### src/rtl/video_pkg.sv
// Shared video stream types: capture FSM states, word-FIFO entry layout
// and the RGB888 -> RGB565 conversion.
package video_pkg;

  typedef enum logic [1:0] {
    IDLE    = 2'd0,
    CAPTURE = 2'd1,
    DROP    = 2'd2
  } state_t;

  typedef struct packed {
    logic        sof;
    logic        eol;
    logic [31:0] data;
  } fifo_entry_t;

  localparam int unsigned ENTRY_W = $bits(fifo_entry_t);

  function automatic logic [15:0] rgb565(input logic [23:0] rgb);
    return {rgb[23:19], rgb[15:10], rgb[7:3]};
  endfunction

endpackage

### src/rtl/video_capture_565_if.sv
// Word stream from the capture block to a frame-buffer writer (valid/ready).
interface video_capture_565_if;
  import video_pkg::*;

  logic        valid;
  logic        ready;
  logic [31:0] data;
  logic        sof;
  logic        eol;

  modport master (output valid, output data, output sof, output eol, input ready);
  modport slave  (input valid, input data, input sof, input eol, output ready);

endinterface

### src/rtl/sync_fifo.sv
// Single-clock FIFO with registered storage and show-ahead read port;
// a push into a full FIFO is accepted when a pop happens in the same cycle.
module sync_fifo #(
  parameter int unsigned WIDTH = 34,
  parameter int unsigned DEPTH = 16
) (
  input  logic             clk,
  input  logic             rst,
  input  logic             i_push,
  input  logic [WIDTH-1:0] i_data,
  input  logic             i_pop,
  output logic [WIDTH-1:0] o_data,
  output logic             o_full,
  output logic             o_empty
);

  localparam int unsigned AW = $clog2(DEPTH);

  logic [WIDTH-1:0] r_mem [DEPTH];
  logic [AW:0]      r_wptr;
  logic [AW:0]      r_rptr;
  logic             w_rd;
  logic             w_wr;

  assign o_empty = (r_wptr == r_rptr);
  assign o_full  = (r_wptr[AW] != r_rptr[AW]) && (r_wptr[AW-1:0] == r_rptr[AW-1:0]);
  assign w_rd    = i_pop && !o_empty;
  assign w_wr    = i_push && (!o_full || w_rd);
  assign o_data  = r_mem[r_rptr[AW-1:0]];

  always_ff @(posedge clk or posedge rst) begin
    if (rst) begin
      r_wptr <= '0;
      r_rptr <= '0;
    end else begin
      if (w_wr) r_wptr <= r_wptr + {{AW{1'b0}}, 1'b1};
      if (w_rd) r_rptr <= r_rptr + {{AW{1'b0}}, 1'b1};
    end
  end

  always_ff @(posedge clk) begin
    if (w_wr) r_mem[r_wptr[AW-1:0]] <= i_data;
  end

endmodule

### src/rtl/video_capture_565.sv
// RGB888 hs/vs/de sink: converts to RGB565, packs pixel pairs into 32-bit
// words for a frame-buffer writer, measures active size, flags dropped frames.
module video_capture_565
  import video_pkg::*;
#(
  parameter int unsigned FIFO_DEPTH = 16,
  parameter int unsigned CNT_W      = 12
) (
  input  logic                 clk,
  input  logic                 rst,
  input  logic                 in_hs,
  input  logic                 in_vs,
  input  logic                 in_de,
  input  logic [23:0]          in_data,
  video_capture_565_if.master  out,
  output logic [CNT_W-1:0]     frame_width,
  output logic [CNT_W-1:0]     frame_height,
  output logic                 overflow
);

  function automatic logic [CNT_W-1:0] sat_inc(input logic [CNT_W-1:0] v);
    return (v == '1) ? v : v + 1'b1;
  endfunction

  logic        r_vs, r_vs_d, r_de, r_de_d;
  logic [23:0] r_rgb;
  logic        w_vs_rise, w_de_fall;
  logic [15:0] w_pix;
  logic        w_unused;

  state_t      r_state;

  logic        r_have0;
  logic [15:0] r_pix0;
  logic        r_word_vld;
  logic [31:0] r_word;
  logic        r_word_sof;
  logic        r_word_eol;
  logic        r_sof_pend;

  logic [CNT_W-1:0] r_pix_cnt, r_line_w, r_line_cnt;
  logic [CNT_W-1:0] w_line_w_nxt, w_lines_nxt;

  logic              w_push, w_push_fail, w_full, w_empty;
  fifo_entry_t       w_push_entry, w_head;
  logic [ENTRY_W-1:0] w_fifo_din, w_fifo_dout;

  assign w_unused  = ^{in_hs, r_rgb[18:16], r_rgb[9:8], r_rgb[2:0]};
  assign w_vs_rise = r_vs && !r_vs_d;
  assign w_de_fall = r_de_d && !r_de;
  assign w_pix     = rgb565(r_rgb);

  always_ff @(posedge clk or posedge rst) begin
    if (rst) begin
      r_vs   <= 1'b0;
      r_vs_d <= 1'b0;
      r_de   <= 1'b0;
      r_de_d <= 1'b0;
      r_rgb  <= '0;
    end else begin
      r_vs   <= in_vs;
      r_vs_d <= r_vs;
      r_de   <= in_de;
      r_de_d <= r_de;
      r_rgb  <= in_data;
    end
  end

  // Packer: a pair word is staged here and pushed one cycle later, so the
  // push cycle already knows whether de fell right after the odd pixel.
  always_ff @(posedge clk or posedge rst) begin
    if (rst) begin
      r_have0    <= 1'b0;
      r_pix0     <= '0;
      r_word_vld <= 1'b0;
      r_word     <= '0;
      r_word_sof <= 1'b0;
      r_word_eol <= 1'b0;
      r_sof_pend <= 1'b0;
    end else begin
      r_word_vld <= 1'b0;
      if (r_state == CAPTURE) begin
        if (w_de_fall && r_have0) begin
          r_word     <= {16'h0000, r_pix0};
          r_word_vld <= 1'b1;
          r_word_sof <= r_sof_pend;
          r_word_eol <= 1'b1;
          r_sof_pend <= 1'b0;
        end else if (r_de && !w_vs_rise) begin
          if (r_have0) begin
            r_word     <= {w_pix, r_pix0};
            r_word_vld <= 1'b1;
            r_word_sof <= r_sof_pend;
            r_word_eol <= 1'b0;
            r_sof_pend <= 1'b0;
            r_have0    <= 1'b0;
          end else begin
            r_pix0  <= w_pix;
            r_have0 <= 1'b1;
          end
        end
      end else begin
        r_have0 <= 1'b0;
      end
      if (w_de_fall) r_have0 <= 1'b0;
      if (w_vs_rise) begin
        r_have0    <= 1'b0;
        r_sof_pend <= 1'b1;
      end
    end
  end

  assign w_push       = r_word_vld && (r_state == CAPTURE);
  assign w_push_fail  = w_push && w_full && !out.ready;
  assign w_push_entry = '{sof: r_word_sof, eol: r_word_eol | w_de_fall, data: r_word};
  assign w_fifo_din   = w_push_entry;

  // A frame boundary outranks a failed push of the frame that is ending.
  always_ff @(posedge clk or posedge rst) begin
    if (rst) begin
      r_state  <= IDLE;
      overflow <= 1'b0;
    end else begin
      case (r_state)
        IDLE: if (w_vs_rise) r_state <= CAPTURE;
        CAPTURE: begin
          if (w_vs_rise) begin
            r_state <= CAPTURE;
          end else if (w_push_fail) begin
            r_state  <= DROP;
            overflow <= 1'b1;
          end
        end
        DROP: begin
          if (w_vs_rise) begin
            r_state  <= CAPTURE;
            overflow <= 1'b0;
          end
        end
        default: r_state <= IDLE;
      endcase
    end
  end

  assign w_line_w_nxt = w_de_fall ? r_pix_cnt : r_line_w;
  assign w_lines_nxt  = w_de_fall ? sat_inc(r_line_cnt) : r_line_cnt;

  always_ff @(posedge clk or posedge rst) begin
    if (rst) begin
      r_pix_cnt    <= '0;
      r_line_w     <= '0;
      r_line_cnt   <= '0;
      frame_width  <= '0;
      frame_height <= '0;
    end else begin
      if (r_de) r_pix_cnt <= sat_inc(r_pix_cnt);
      if (w_de_fall) begin
        r_line_w  <= r_pix_cnt;
        r_pix_cnt <= '0;
      end
      if (w_vs_rise) begin
        r_line_cnt <= '0;
        if (r_state != IDLE) begin
          frame_width  <= w_line_w_nxt;
          frame_height <= w_lines_nxt;
        end
      end else begin
        r_line_cnt <= w_lines_nxt;
      end
    end
  end

  sync_fifo #(
    .WIDTH(ENTRY_W),
    .DEPTH(FIFO_DEPTH)
  ) u_fifo (
    .clk    (clk),
    .rst    (rst),
    .i_push (w_push),
    .i_data (w_fifo_din),
    .i_pop  (out.ready),
    .o_data (w_fifo_dout),
    .o_full (w_full),
    .o_empty(w_empty)
  );

  assign w_head    = w_fifo_dout;
  assign out.valid = !w_empty;
  assign out.data  = w_empty ? '0 : w_head.data;
  assign out.sof   = !w_empty && w_head.sof;
  assign out.eol   = !w_empty && w_head.eol;

endmodule
### src/flat_wrapper.sv
// flat-port wrapper written by rule: the top's interface ports become plain ports
module video_capture_565_flat import video_pkg::*;
#(
  parameter int unsigned FIFO_DEPTH = 16,
  parameter int unsigned CNT_W      = 12
)
  (clk, rst, in_hs, in_vs, in_de, in_data, frame_width, frame_height, overflow, out_valid, out_data, out_sof, out_eol, out_ready);
  video_capture_565_if out_i ();
  input  logic clk;
  input  logic rst;
  input  logic in_hs;
  input  logic in_vs;
  input  logic in_de;
  input  logic [23:0] in_data;
  output logic [CNT_W-1:0] frame_width;
  output logic [CNT_W-1:0] frame_height;
  output logic overflow;
  output wire logic [$bits(out_i.valid)-1:0] out_valid;
  output wire logic [$bits(out_i.data)-1:0] out_data;
  output wire logic [$bits(out_i.sof)-1:0] out_sof;
  output wire logic [$bits(out_i.eol)-1:0] out_eol;
  input wire logic [$bits(out_i.ready)-1:0] out_ready;
  assign out_valid = out_i.valid;
  assign out_data = out_i.data;
  assign out_sof = out_i.sof;
  assign out_eol = out_i.eol;
  assign out_i.ready = out_ready;
  video_capture_565 #(.FIFO_DEPTH(FIFO_DEPTH), .CNT_W(CNT_W)) u_core (.clk(clk), .rst(rst), .in_hs(in_hs), .in_vs(in_vs), .in_de(in_de), .in_data(in_data), .out(out_i), .frame_width(frame_width), .frame_height(frame_height), .overflow(overflow));
endmodule
### config.mk
export PLATFORM = sky130hd
export DESIGN_NAME = video_capture_565_flat
export DESIGN_NICKNAME = d
export VERILOG_FILES = /design/src/rtl/video_pkg.sv /design/src/rtl/video_capture_565_if.sv /design/src/rtl/sync_fifo.sv /design/src/rtl/video_capture_565.sv /design/src/flat_wrapper.sv
export SDC_FILE = /design/constraint.sdc
export NUM_CORES = 1
export LEC_CHECK = 0
export BUFFER_PORTS_ARGS = -buffer_cell sky130_fd_sc_hd__buf_4
export CAP_MARGIN = 20
export CELL_PAD_IN_SITES_DETAIL_PLACEMENT = 0
export CELL_PAD_IN_SITES_GLOBAL_PLACEMENT = 1
export CORE_MARGIN = 2
export CORE_UTILIZATION = 54
export DETAILED_ROUTE_END_ITERATION = 10
export PLACE_DENSITY = 0.87
export SETUP_SLACK_MARGIN = 0.1
export SYNTH_ARGS = -nofsm -noshare
export SYNTH_HDL_FRONTEND = slang
export SYNTH_SLANG_ARGS = --single-unit
### constraint.sdc
create_clock -name clk -period 5.49 [get_ports clk]
set_input_delay 1.098 -clock clk [delete_from_list [all_inputs] [get_ports clk]]
set_output_delay 1.098 -clock clk [all_outputs]
set_load 0.01 [all_outputs]
==> Word-level counts from Yosys, hierarchy flattened <==
Memories as Yosys holds them, arrays and structs flattened.
Index checks and enable logic that the tools add are counted.
Widths: inputs -> output; s select.
{ "totals": {"register_bits": 154, "latchBits": 0, "mem_bits_rw": 544, "romBits": 0, "input_bits": 30, "output_inout_bits": 60, "elab_cells": 121, "n_memories": 1} }
{ "memory_table": {"columns": ["memory", "depth", "width", "rd", "rd_clocked_by_memory_dff", "write_ports", "line_no", "source"], "rows": [
  ["u_core.u_fifo.r_mem", 16, 34, 1, 0, 1, "sync_fifo.sv:19", "logic [WIDTH-1:0] r_mem [DEPTH];"]
]} }
{ "op_classes": {"n_addsub": 4, "mul": 0, "div_mod_pow": 0, "n_lt_le_gt_ge": 0, "n_eq_ne": 15, "shift": 0, "muxes": 40, "bitwise_logic": 3, "reduce_logical": 37} }
{ "ops": {"columns": ["op", "count"], "rows": [
  ["$mux 32", 4],
  ["$mux 12", 7],
  ["$add 12x1->12 const B", 2],
  ["$eq 12x12->1 const B", 2],
  ["$mux 1", 24],
  ["$logic_and 1x1->1", 12],
  ["$reduce_bool 2->1", 6],
  ["$add 5x1->5 const B", 2],
  ["$ne 2x1->1 const B", 4],
  ["$ne 4x2->1 const B", 2],
  ["$reduce_and 2->1", 4],
  ["$reduce_and 4->1", 2],
  ["$logic_not 1->1", 6],
  ["$mux 2", 3],
  ["$reduce_and 3->1", 2],
  ["$reduce_bool 3->1", 2],
  ["$eq 5x5->1", 1],
  ["$eq 4x4->1", 1],
  ["$pmux 2 s2", 1],
  ["$ne 3x1->1 const B", 1],
  ["$eq 2x1->1 const B", 1],
  ["$eq 2x2->1 const B", 1],
  ["$logic_not 2->1", 1],
  ["$ne 2x2->1 const B", 1],
  ["6 further kinds", 7]
]} }

==> Longest topological paths before layout <==
Gate-level depths: netlist of the first run.
{ "depth": {"ltp_word": 9, "mapped_depth": 8, "mapped_depth_nobuf": 5} }

==> Hierarchy <==
A second synthesis of the first run with hierarchy kept.
{ "unflattened": {"hier_cells": 1396, "hier_area_um2": 26624.3} }
{ "by_module_without_submodules": {"columns": ["module", "instances", "cells_per_inst", "area_per_inst_um2", "seq_area_each_um2"], "rows": [
  ["sync_fifo", 1, 903, 21022.7, 16585.9],
  ["video_capture_565", 1, 493, 5601.6, 3403.3]
]} }

==> Least setup slack after synthesis of the first run <==
No wires, ideal clock.
{ "synth_timing": {"kind": "input port to flip-flop", "startpoint": "input port out_ready", "endpoint": "memory u_core.u_fifo.r_mem[15][0] (enable)", "setup_time_ns": 0.459, "t_arrival_ns": 3.536, "required_time_ns": 5.031, "slack_ns": 1.495, "stages": 2, "n_path_buf": 0, "cell_sequence": "nor2_1 -> a2111oi_2"} }
{ "synth_between": {"elab_chain_cells": 5} }
{ "synth_rtl": {"columns": ["item", "line_no", "source"], "rows": [
  ["from (decl)", "flat_wrapper.sv:22", "input wire logic [$bits(out_i.ready)-1:0] out_ready;"],
  ["$logic_and 1x1->1", "sync_fifo.sv:27", "assign w_rd = i_pop && !o_empty;"],
  ["$logic_or 1x1->1", "sync_fifo.sv:28", "assign w_wr = i_push && (!o_full || w_rd);"],
  ["$logic_and 1x1->1", "sync_fifo.sv:28", null],
  ["$mux 1", "sync_fifo.sv:42", "if (w_wr) r_mem[r_wptr[AW-1:0]] <= i_data;"],
  ["$mux 1 (not written as such)", "sync_fifo.sv:42", null],
  ["to (decl)", "sync_fifo.sv:19", null]
]} }
No other way between the ends.

==> Worst setup path in the final report of the first run <==
{ "layout_timing": {"startpoint": "register u_core.u_fifo.r_rptr[1]", "endpoint": "output port out_data[16]"} }
{ "layout_between": {"elab_chain_cells": 2, "word_cells_on_any_way": 3, "cone_classes": "eq/ne: 1; mux: 1; memory: 1"} }
{ "layout_rtl": {"columns": ["item", "line_no", "source"], "rows": [
  ["from (decl)", "sync_fifo.sv:21", "logic [AW:0] r_rptr;"],
  ["from (signal assigned)", "sync_fifo.sv:37", "if (w_rd) r_rptr <= r_rptr + {{AW{1'b0}}, 1'b1};"],
  ["$mem_v2 16x34 / $eq 5x5->1 (equally long branches)", null, null],
  ["$mux 32 (*)", "video_capture_565.sv:189", "assign out.data = w_empty ? '0 : w_head.data;"],
  ["to (decl)", "flat_wrapper.sv:19", "output wire logic [$bits(out_i.data)-1:0] out_data;"]
]} }
Every way passes the cells marked *; elsewhere a longest branch is shown, timed or not.

==> results of run 1 <==
## worst paths after layout
path,startpoint,endpoint,depth (start not counted)
worst max-delay path,u_core.u_fifo.r_rptr[1],out_data[16],6
worst min-delay path,u_core.r_vs,u_core.r_vs_d,0
worst max register to register,u_core.u_fifo.r_rptr[1],u_core.u_fifo.r_mem[13][4],6
worst min register to register,u_core.r_vs,u_core.r_vs_d,0
max in group asynchronous,rst,u_core.frame_height[5],3
min in group asynchronous,rst,u_core.frame_width[7],2
## routing by layer
| metal | global-route usage | share of wire | vias up |
|---|---|---|---|
| li1 | - | - | 5640 |
| met1 | 0.310 | 0.40 | 7030 |
| met5 | 0 | 0 | - |
| met4 | 0.0771 | 0.028 | 0 |
| met2 | 0.385 | 0.51 | 560 |
| met3 | 0.0469 | 0.070 | 122 |
## critical path: cells and delay by family, from the launching register on
family	cells	cell delay [ns]
buffers and inverters	3	1.10
muxes	1	0.35
DFF	1	0.73
AOI/OAI and AO/OA	2	0.42
## flip-flops by register name, summed over array words and instances, names as in the netlist
register and flops:
u_core.u_fifo.r_mem 544, u_core.r_word 32, u_core.r_pix0 16, u_core.r_rgb 16
u_core.frame_height 12, u_core.frame_width 12, u_core.r_line_cnt 12, u_core.r_line_w 12
u_core.r_pix_cnt 12, u_core.u_fifo.r_rptr 5, u_core.u_fifo.r_wptr 5, u_core.r_state 2
u_core.overflow 1, u_core.r_de 1, u_core.r_de_d 1, u_core.r_have0 1
u_core.r_sof_pend 1, u_core.r_vs 1, u_core.r_vs_d 1, u_core.r_word_eol 1
u_core.r_word_sof 1, u_core.r_word_vld 1
## power by group
| part | total [mW] | internal, mW | leakage (nW) | switching, mW |
|---|---|---|---|---|
| logic | 3.80 | 1.81 | 2.68 | 1.99 |
| registers | 7.40 | 6.66 | 6.75 | 0.737 |
| clock network | 4.64 | 2.72 | 1.09 | 1.92 |
| total | 15.8 | 11.2 | 10.5 | 4.65 |
## kinds of logic after synthesis
| logic type | after synthesis | share of synthesized area |
|---|---|---|
| simple gates | 166 | 0.0313 |
| xor+xnor | 20 | 0.00691 |
| fa+ha+maj | 7 | 0.00331 |
| buf+inv | 99 | 0.0166 |
| compound gates | 160 | 0.0403 |
| flops | 690 | 0.756 |
| mux | 207 | 0.145 |
## Yosys cell counts, types with 4 or more instances
| cell type | number | area [sq um] |
|---|---|---|
| and2_1 | 8 | 50.1 |
| buf_1 | 12 | 45.0 |
| buf_2 | 26 | 130 |
| ha_1 | 7 | 87.6 |
| nor2b_1 | 7 | 43.8 |
| and3_1 | 16 | 100 |
| o21ai_0 | 15 | 75.1 |
| a21oi_1 | 47 | 235 |
| xnor2_1 | 5 | 43.8 |
| buf_4 | 9 | 67.6 |
| nand4_1 | 7 | 43.8 |
| a22oi_1 | 68 | 510 |
| xor2_1 | 14 | 123 |
| clkbuf_1 | 24 | 90.1 |
| nor2_1 | 21 | 78.8 |
| mux2i_1 | 23 | 230 |
| nand2_1 | 81 | 304 |
| dfrtp_1 | 146 | 3650 |
| mux4_2 | 136 | 3060 |
| edfxtp_1 | 544 | 16300 |
| mux2_1 | 17 | 191 |
| inv_1 | 26 | 97.6 |
| o311ai_0 | 4 | 35.0 |
| nand3_1 | 4 | 20.0 |
| mux2_2 | 31 | 349 |
| a31oi_1 | 4 | 25.0 |
## final cells by class
cell class | count | area (sq um) | share of cell area
flip-flops and latches | 690 | 20000 | 0.663
multi-input cells | 560 | 6060 | 0.201
well taps | 622 | 778 | 0.0258
inverters | 27 | 106 | 0.00352
repair buffers | 114 | 995 | 0.0330
clock inverters | 30 | 335 | 0.0111
clock buffers | 96 | 1900 | 0.0630
## stage by stage
step	hold WS (ns)	total power, mW
3_5_place_dp	0.386	11.3
5_1_grt	0.413	16.5
2_1_floorplan	0.368	9.81
4_1_cts	0.396	15.9
3_3_place_gp	0.377	11.1
6_report	0.395	15.8
==> run summary, run 1 <==
Worst Path Arrival = 3.26 ns
Slowest cell on the critical path = dfrtp_4
Worst slack at placement = 1.62 ns
Latest clock arrival within the worst-skew pair = 0.60 ns
Final TNS setup = 0 ns
Post-cts sizing count = 0
First-pass DRT Iterations = 5
CP Class = register to primary output
Final ANT Viol Nets = 0
Vias in the first global route = 13900
Final #Nets = 1499
CTS buffer count = 69
# IOs = 90
Max-slew violations = 0
Largest net degree at the start of global routing = 109
Antenna violations before repair = 0
Fin cells = 2139
Fmax = 230 MHz
DR vias = 13400
Most frequent cells in the layout = edfxtp_1, dfrtp_1, mux4_2
CTS root buf = clkbuf_16
Setup WS post-layout = 1.13 ns
Post-synthesis cell type count = 59
Clock Sink Count = 690
Design area = 0.0302 sq mm
Ys Warns = 0
IO buf count = 80
Async S/R FF share, synth = 0.212
Cell area after synthesis = 0.0264 sq mm
Leak = 10.5 nW
CP max stage delay = 0.73 ns
GRT overflow = 0
Row Count = 81
Post-synthesis cell count = 1349
Share of cells above drive strength 1 = 0.273
Filler cells = 3294
Antenna diodes = 0
Initial DRC Count = 1457
Dpl cells = 2003
Flops & latches, synth = 690
CTS clk-pin slew, worst paths = 0.06 ns
Clk_skew = 0.0193 ns
Worst Path Required = 4.39 ns
Overall Global Routing Usage = 0.231
Max-Cap Viols = 0
Die area = 0.0507 sq mm
CP dominant cell by count = buf_4
Placed cell area = 0.0277 sq mm
Syn Nets = 1386
Post-synth EDFFs = 544
RSZ-0062 raised after global routing = false
Area grow syn2layout = 14.2%
Commonest non-fill, non-tap cell in the layout = edfxtp_1
Max Buffers Root-to-Sink = 3
Setup crit end kind = primary output
Class of the worst hold path = register to register
Cts-stage hold buffer count = 0
Hold Fails Final Rpt = 0
Setup bufs post-CTS = 0
Critical path peak fanout = 42
First-pass GRT wire length = 85500 um
HPWL after DPL = 30500 um
Die Height = 225 um
Core Util, Final = 0.620
Vias per cell = 6.24
Crit share post-route = 0.793
Outcome = complete, no violations
Worst path cell trace = buf_4 > buf_12 > mux4_2 > a22oi_1 > a21oi_1 > buf_4
Synth Flop Type = edfxtp_1
Starting density of the core = 0.543
Post-synthesis sequential area ratio = 0.756
Actual slew at the worst max-slew pin = 1.17 ns
DRT Wirelength = 56600 um
Slew headroom = 0.222
Die Wd = 225 um
Core area = 0.0486 sq mm
Syn avg cell area = 19.6 sq um
Power per standard cell area = 525 mW/mm^2
VDD IR max = 0.418 mV
CP Launch Type = register
Wirelength per Cell = 26.4 um
Remaining DRCs = 0
Fin crit period = 4.36 ns
RePlAce Congestion = 0.752
Htree depth = 3
Setup violations, final = 0
CTS tree = yes
R2r setup slk = 1.84 ns
No activity file was read; power rests on OpenSTA's default activity.
==> inputs of run 2 (changes only) <==
--- a/config.mk
+++ b/config.mk
@@ -5,12 +5,13 @@
 export SDC_FILE = /design/constraint.sdc
 export NUM_CORES = 1
 export LEC_CHECK = 0
+export ABC_AREA = 1
 export BUFFER_PORTS_ARGS = -buffer_cell sky130_fd_sc_hd__buf_4
 export CAP_MARGIN = 20
 export CELL_PAD_IN_SITES_DETAIL_PLACEMENT = 0
 export CELL_PAD_IN_SITES_GLOBAL_PLACEMENT = 1
 export CORE_MARGIN = 2
-export CORE_UTILIZATION = 54
+export CORE_UTILIZATION = 50
 export DETAILED_ROUTE_END_ITERATION = 10
 export PLACE_DENSITY = 0.87
 export SETUP_SLACK_MARGIN = 0.1
==> constraint.sdc (replaced) <==
create_clock -name clk -period 4.2 [get_ports clk]
set_input_delay 0.84 -clock clk [delete_from_list [all_inputs] [get_ports clk]]
set_output_delay 0.84 -clock clk [all_outputs]
set_load 0.01 [all_outputs]
==> run summary, run 2 <==
Htree depth = 3 (unchanged)
Largest family of logic cells by synthesized area = simple AND/OR/NAND/NOR gates (was multiplexers)
Worst reg-to-reg path cell count = 10 (was 6)
Slew headroom = 0.413 (was 0.222)
GRT overflow = 0 (unchanged)
Critical path peak fanout = 158 (was 42)
Post-synthesis cell type count = 33 (was 59)
Share of cells above drive strength 1 = 0.103 (was 0.273)
Row Count = 86 (was 81)
VDD IR max = 0.529 mV (was 0.418 mV)
Most frequent cells in the layout = nor2_1, edfxtp_1, nand2_1 (was edfxtp_1, dfrtp_1, mux4_2)
Setup bufs post-CTS = 0 (unchanged)
GR Util met2 = 0.390 (was 0.385)
Syn Nets = 2537 (was 1386)
Final #Nets = 2598 (was 1499)
CTS root buf = clkbuf_16 (unchanged)
GR Util met3 = 0.0366 (was 0.0469)
Die Height = 240 um (was 225 um)
Cell area after synthesis = 0.0279 sq mm (was 0.0264 sq mm)
Die Wd = 240 um (was 225 um)
CP Class = register to primary output (unchanged)
Most area-hungry cell type in the Yosys netlist = edfxtp_1 (unchanged)
RePlAce Congestion = 0.844 (was 0.752)
Clk_skew = 0.0214 ns (was 0.0193 ns)
HPWL after DPL = 35100 um (was 30500 um)
Worst min-delay path endpoint = u_core.r_vs (was u_core.r_vs_d)
Cts-stage hold buffer count = 0 (unchanged)
Fmax = 264 MHz
Ys Warns = 0 (unchanged)
Worst r2r dst = u_core.u_fifo.r_mem[7][25] (was u_core.u_fifo.r_mem[13][4])
First-pass GRT wire length = 101000 um (was 85500 um)
CTS buffer count = 69 (unchanged)
Synth Flop Type = edfxtp_1 (unchanged)
Vias in the first global route = 18000 (was 13900)
Worst Path Arrival = 2.95 ns (was 3.26 ns)
Post-cts sizing count = 0 (unchanged)
Actual slew at the worst max-slew pin = 0.879 ns (was 1.17 ns)
R2r setup slk = 1.39 ns (was 1.84 ns)
Class of the worst hold path = input pin to register (was register to register)
Area share of the largest cell type after synthesis = 0.585 (was 0.618)
Hold Fails Final Rpt = 0 (unchanged)
DR vias = 18400 (was 13400)
Post-Synth Simple-Gate Area = 0.156 (was 0.0313)
Antenna violations before repair = 0 (unchanged)
Wirelength per Cell = 19.6 um (was 26.4 um)
Initial DRC Count = 1832 (was 1457)
Mux cell area share after synthesis = 0 (was 0.145)
Area grow syn2layout = 13.6% (was 14.2%)
Synth Area in XOR/XNOR = 0.00439 (was 0.00691)
Grt met1 use = 0.307 (was 0.310)
First-pass DRT Iterations = 5 (unchanged)
DRT Wirelength = 65800 um (was 56600 um)
Syn avg cell area = 11.2 sq um (was 19.6 sq um)
Max-slew violations = 0 (unchanged)
Synth top area cells = edfxtp_1, dfrtp_1, nor2_1 (was edfxtp_1, dfrtp_1, mux4_2)
Core area = 0.0551 sq mm (was 0.0486 sq mm)
Max FFs per register = 544 (unchanged)
CP Launch Type = register (unchanged)
Most frequent cell after synthesis = nor2_1 (was edfxtp_1)
Starting density of the core = 0.507 (was 0.543)
RSZ-0062 raised after global routing = false (unchanged)
Commonest cells post-synth = nor2_1, edfxtp_1, nand2_1 (was edfxtp_1, dfrtp_1, mux4_2)
Power per standard cell area = 671 mW/mm^2 (was 525 mW/mm^2)
Worst hold start = in_vs (was u_core.r_vs)
Worst Hold Depth = 1 (was 0)
Post-synthesis sequential area ratio = 0.716 (was 0.756)
Latest clock arrival within the worst-skew pair = 0.59 ns (was 0.60 ns)
Largest net degree at the start of global routing = 159 (was 109)
CTS tree = yes (unchanged)
Max-Cap Viols = 0 (unchanged)
Final ANT Viol Nets = 0 (unchanged)
Synth Area in Compound Gates = 0.0828 (was 0.0403)
Outcome = complete, no violations (unchanged)
Setup crit end kind = primary output (unchanged)
IO buf count = 80 (unchanged)
Async S/R FF share, synth = 0.212 (unchanged)
Commonest non-fill, non-tap cell in the layout = nor2_1 (was edfxtp_1)
Antenna diodes = 0 (unchanged)
Area share of fa/ha/maj cells after synthesis = 0.00314 (was 0.00331)
Top Usage Layer GRT = met2 (unchanged)
Remaining DRCs = 0 (unchanged)
Overall Global Routing Usage = 0.232 (was 0.231)
Clock Sink Count = 690 (unchanged)
Crit share post-route = 0.903
# IOs = 90 (unchanged)
Post-synth EDFFs = 544 (unchanged)
Die area = 0.0577 sq mm (was 0.0507 sq mm)
CTS clk-pin slew, worst paths = 0.06 ns (about the same)
Worst Path Required = 3.36 ns (was 4.39 ns)
Vias per cell = 5.47 (was 6.24)
Max Buffers Root-to-Sink = 3 (unchanged)
Post-synthesis cell count = 2500 (was 1349)
Flops & latches, synth = 690 (unchanged)
Final TNS setup = 0 ns (unchanged)
Setup violations, final = 0 (unchanged)
Critical R2R Launch = u_core.u_fifo.r_rptr[0] (was u_core.u_fifo.r_rptr[1])
Tot Pwr = 21.3 mW (was 15.8 mW)
Fin crit period = 3.79 ns
Leak = 11.9 nW (was 10.5 nW)
[run 2: cell types whose count changed after synthesis, sizes merged, moves of 68 or more]
| cell | previous run | this run |
|---|---|---|
| nand2 | 81 | 416 |
| nor2 | 22 | 571 |
| o21ai | 17 | 338 |
| nand3 | 4 | 101 |
| a22oi | 68 | 0 |
| mux4 | 136 | 0 |
| inv | 27 | 103 |
[run 2: stage by stage]
stage	hold WS, ns	instances	cell area [sq um]	utilization	setup WS, ns
2_1_floorplan	0.354	2500	27900	-	1.03
3_3_place_gp	0.364	3238	29500	0.536	1.10
3_5_place_dp	0.367	3238	29500	0.536	1.10
4_1_cts	0.319	3365	31700	0.576	0.427
5_1_grt	0.332	3365	31700	0.576	0.251
6_report	0.351	3365	31700	0.576	0.408
[run 2: power breakdown]
group / internal, mW / total (mW) / leakage (nW) / switching (mW)
sequential: 8.43 / 9.18 / 6.79 / 0.747
combinational: 2.11 / 6.24 / 4.06 / 4.13
clock: 3.40 / 5.88 / 1.06 / 2.47
[run 2: final cells by class]
class | count | area, sq um
clock inverter | 29 | 236
sequential | 690 | 20000
clock buffer | 98 | 1930
tap | 748 | 936
multi-input combinational | 1569 | 7010
fill | 4418 | 23400
inverter | 106 | 410
timing repair buffer | 125 | 1190
[run 2: layer usage]
metal | vias up | routed length (um)
li1 | 8651 | -
met3 | 119 | 4930
met4 | 0 | 1880
met1 | 8946 | 27000
met2 | 706 | 32000
met5 | - | 0
[run 2: worst max-delay path by stage]
stage / end / slack (ns) / depth (start not counted) / from
floorplan: u_core.u_fifo.r_mem[10][0] / 1.03 / 11 / u_core.u_fifo.r_rptr[0]
global placement: out_data[1] / 1.10 / 7 / u_core.u_fifo.r_rptr[2]
detailed placement: out_data[8] / 1.10 / 7 / u_core.u_fifo.r_rptr[2]
CTS: out_data[4] / 0.43 / 10 / u_core.u_fifo.r_rptr[0]
global route: out_data[4] / 0.25 / 10 / u_core.u_fifo.r_rptr[0]
finish: out_data[6] / 0.41 / 10 / u_core.u_fifo.r_rptr[0]
[run 2: kinds of logic after synthesis]
family | Yosys count
AND/OR/NAND/NOR | 1107
AO/OA/AOI/OAI | 441
adder cells (fa/ha/maj) | 7
XOR/XNOR | 14
buffers and inverters | 241
flip-flops | 690
[run 2: worst max-delay path, cell delays in order (launching register included)]
cell and delay, ns:
dfrtp_4 0.48, buf_12 0.49, nor2_1 0.11, nor2_1 0.12
o21ai_0 0.12, nand2_1 0.08, nand2_1 0.05, nand2_1 0.09
inv_1 0.05, a21oi_1 0.41, buf_4 0.23
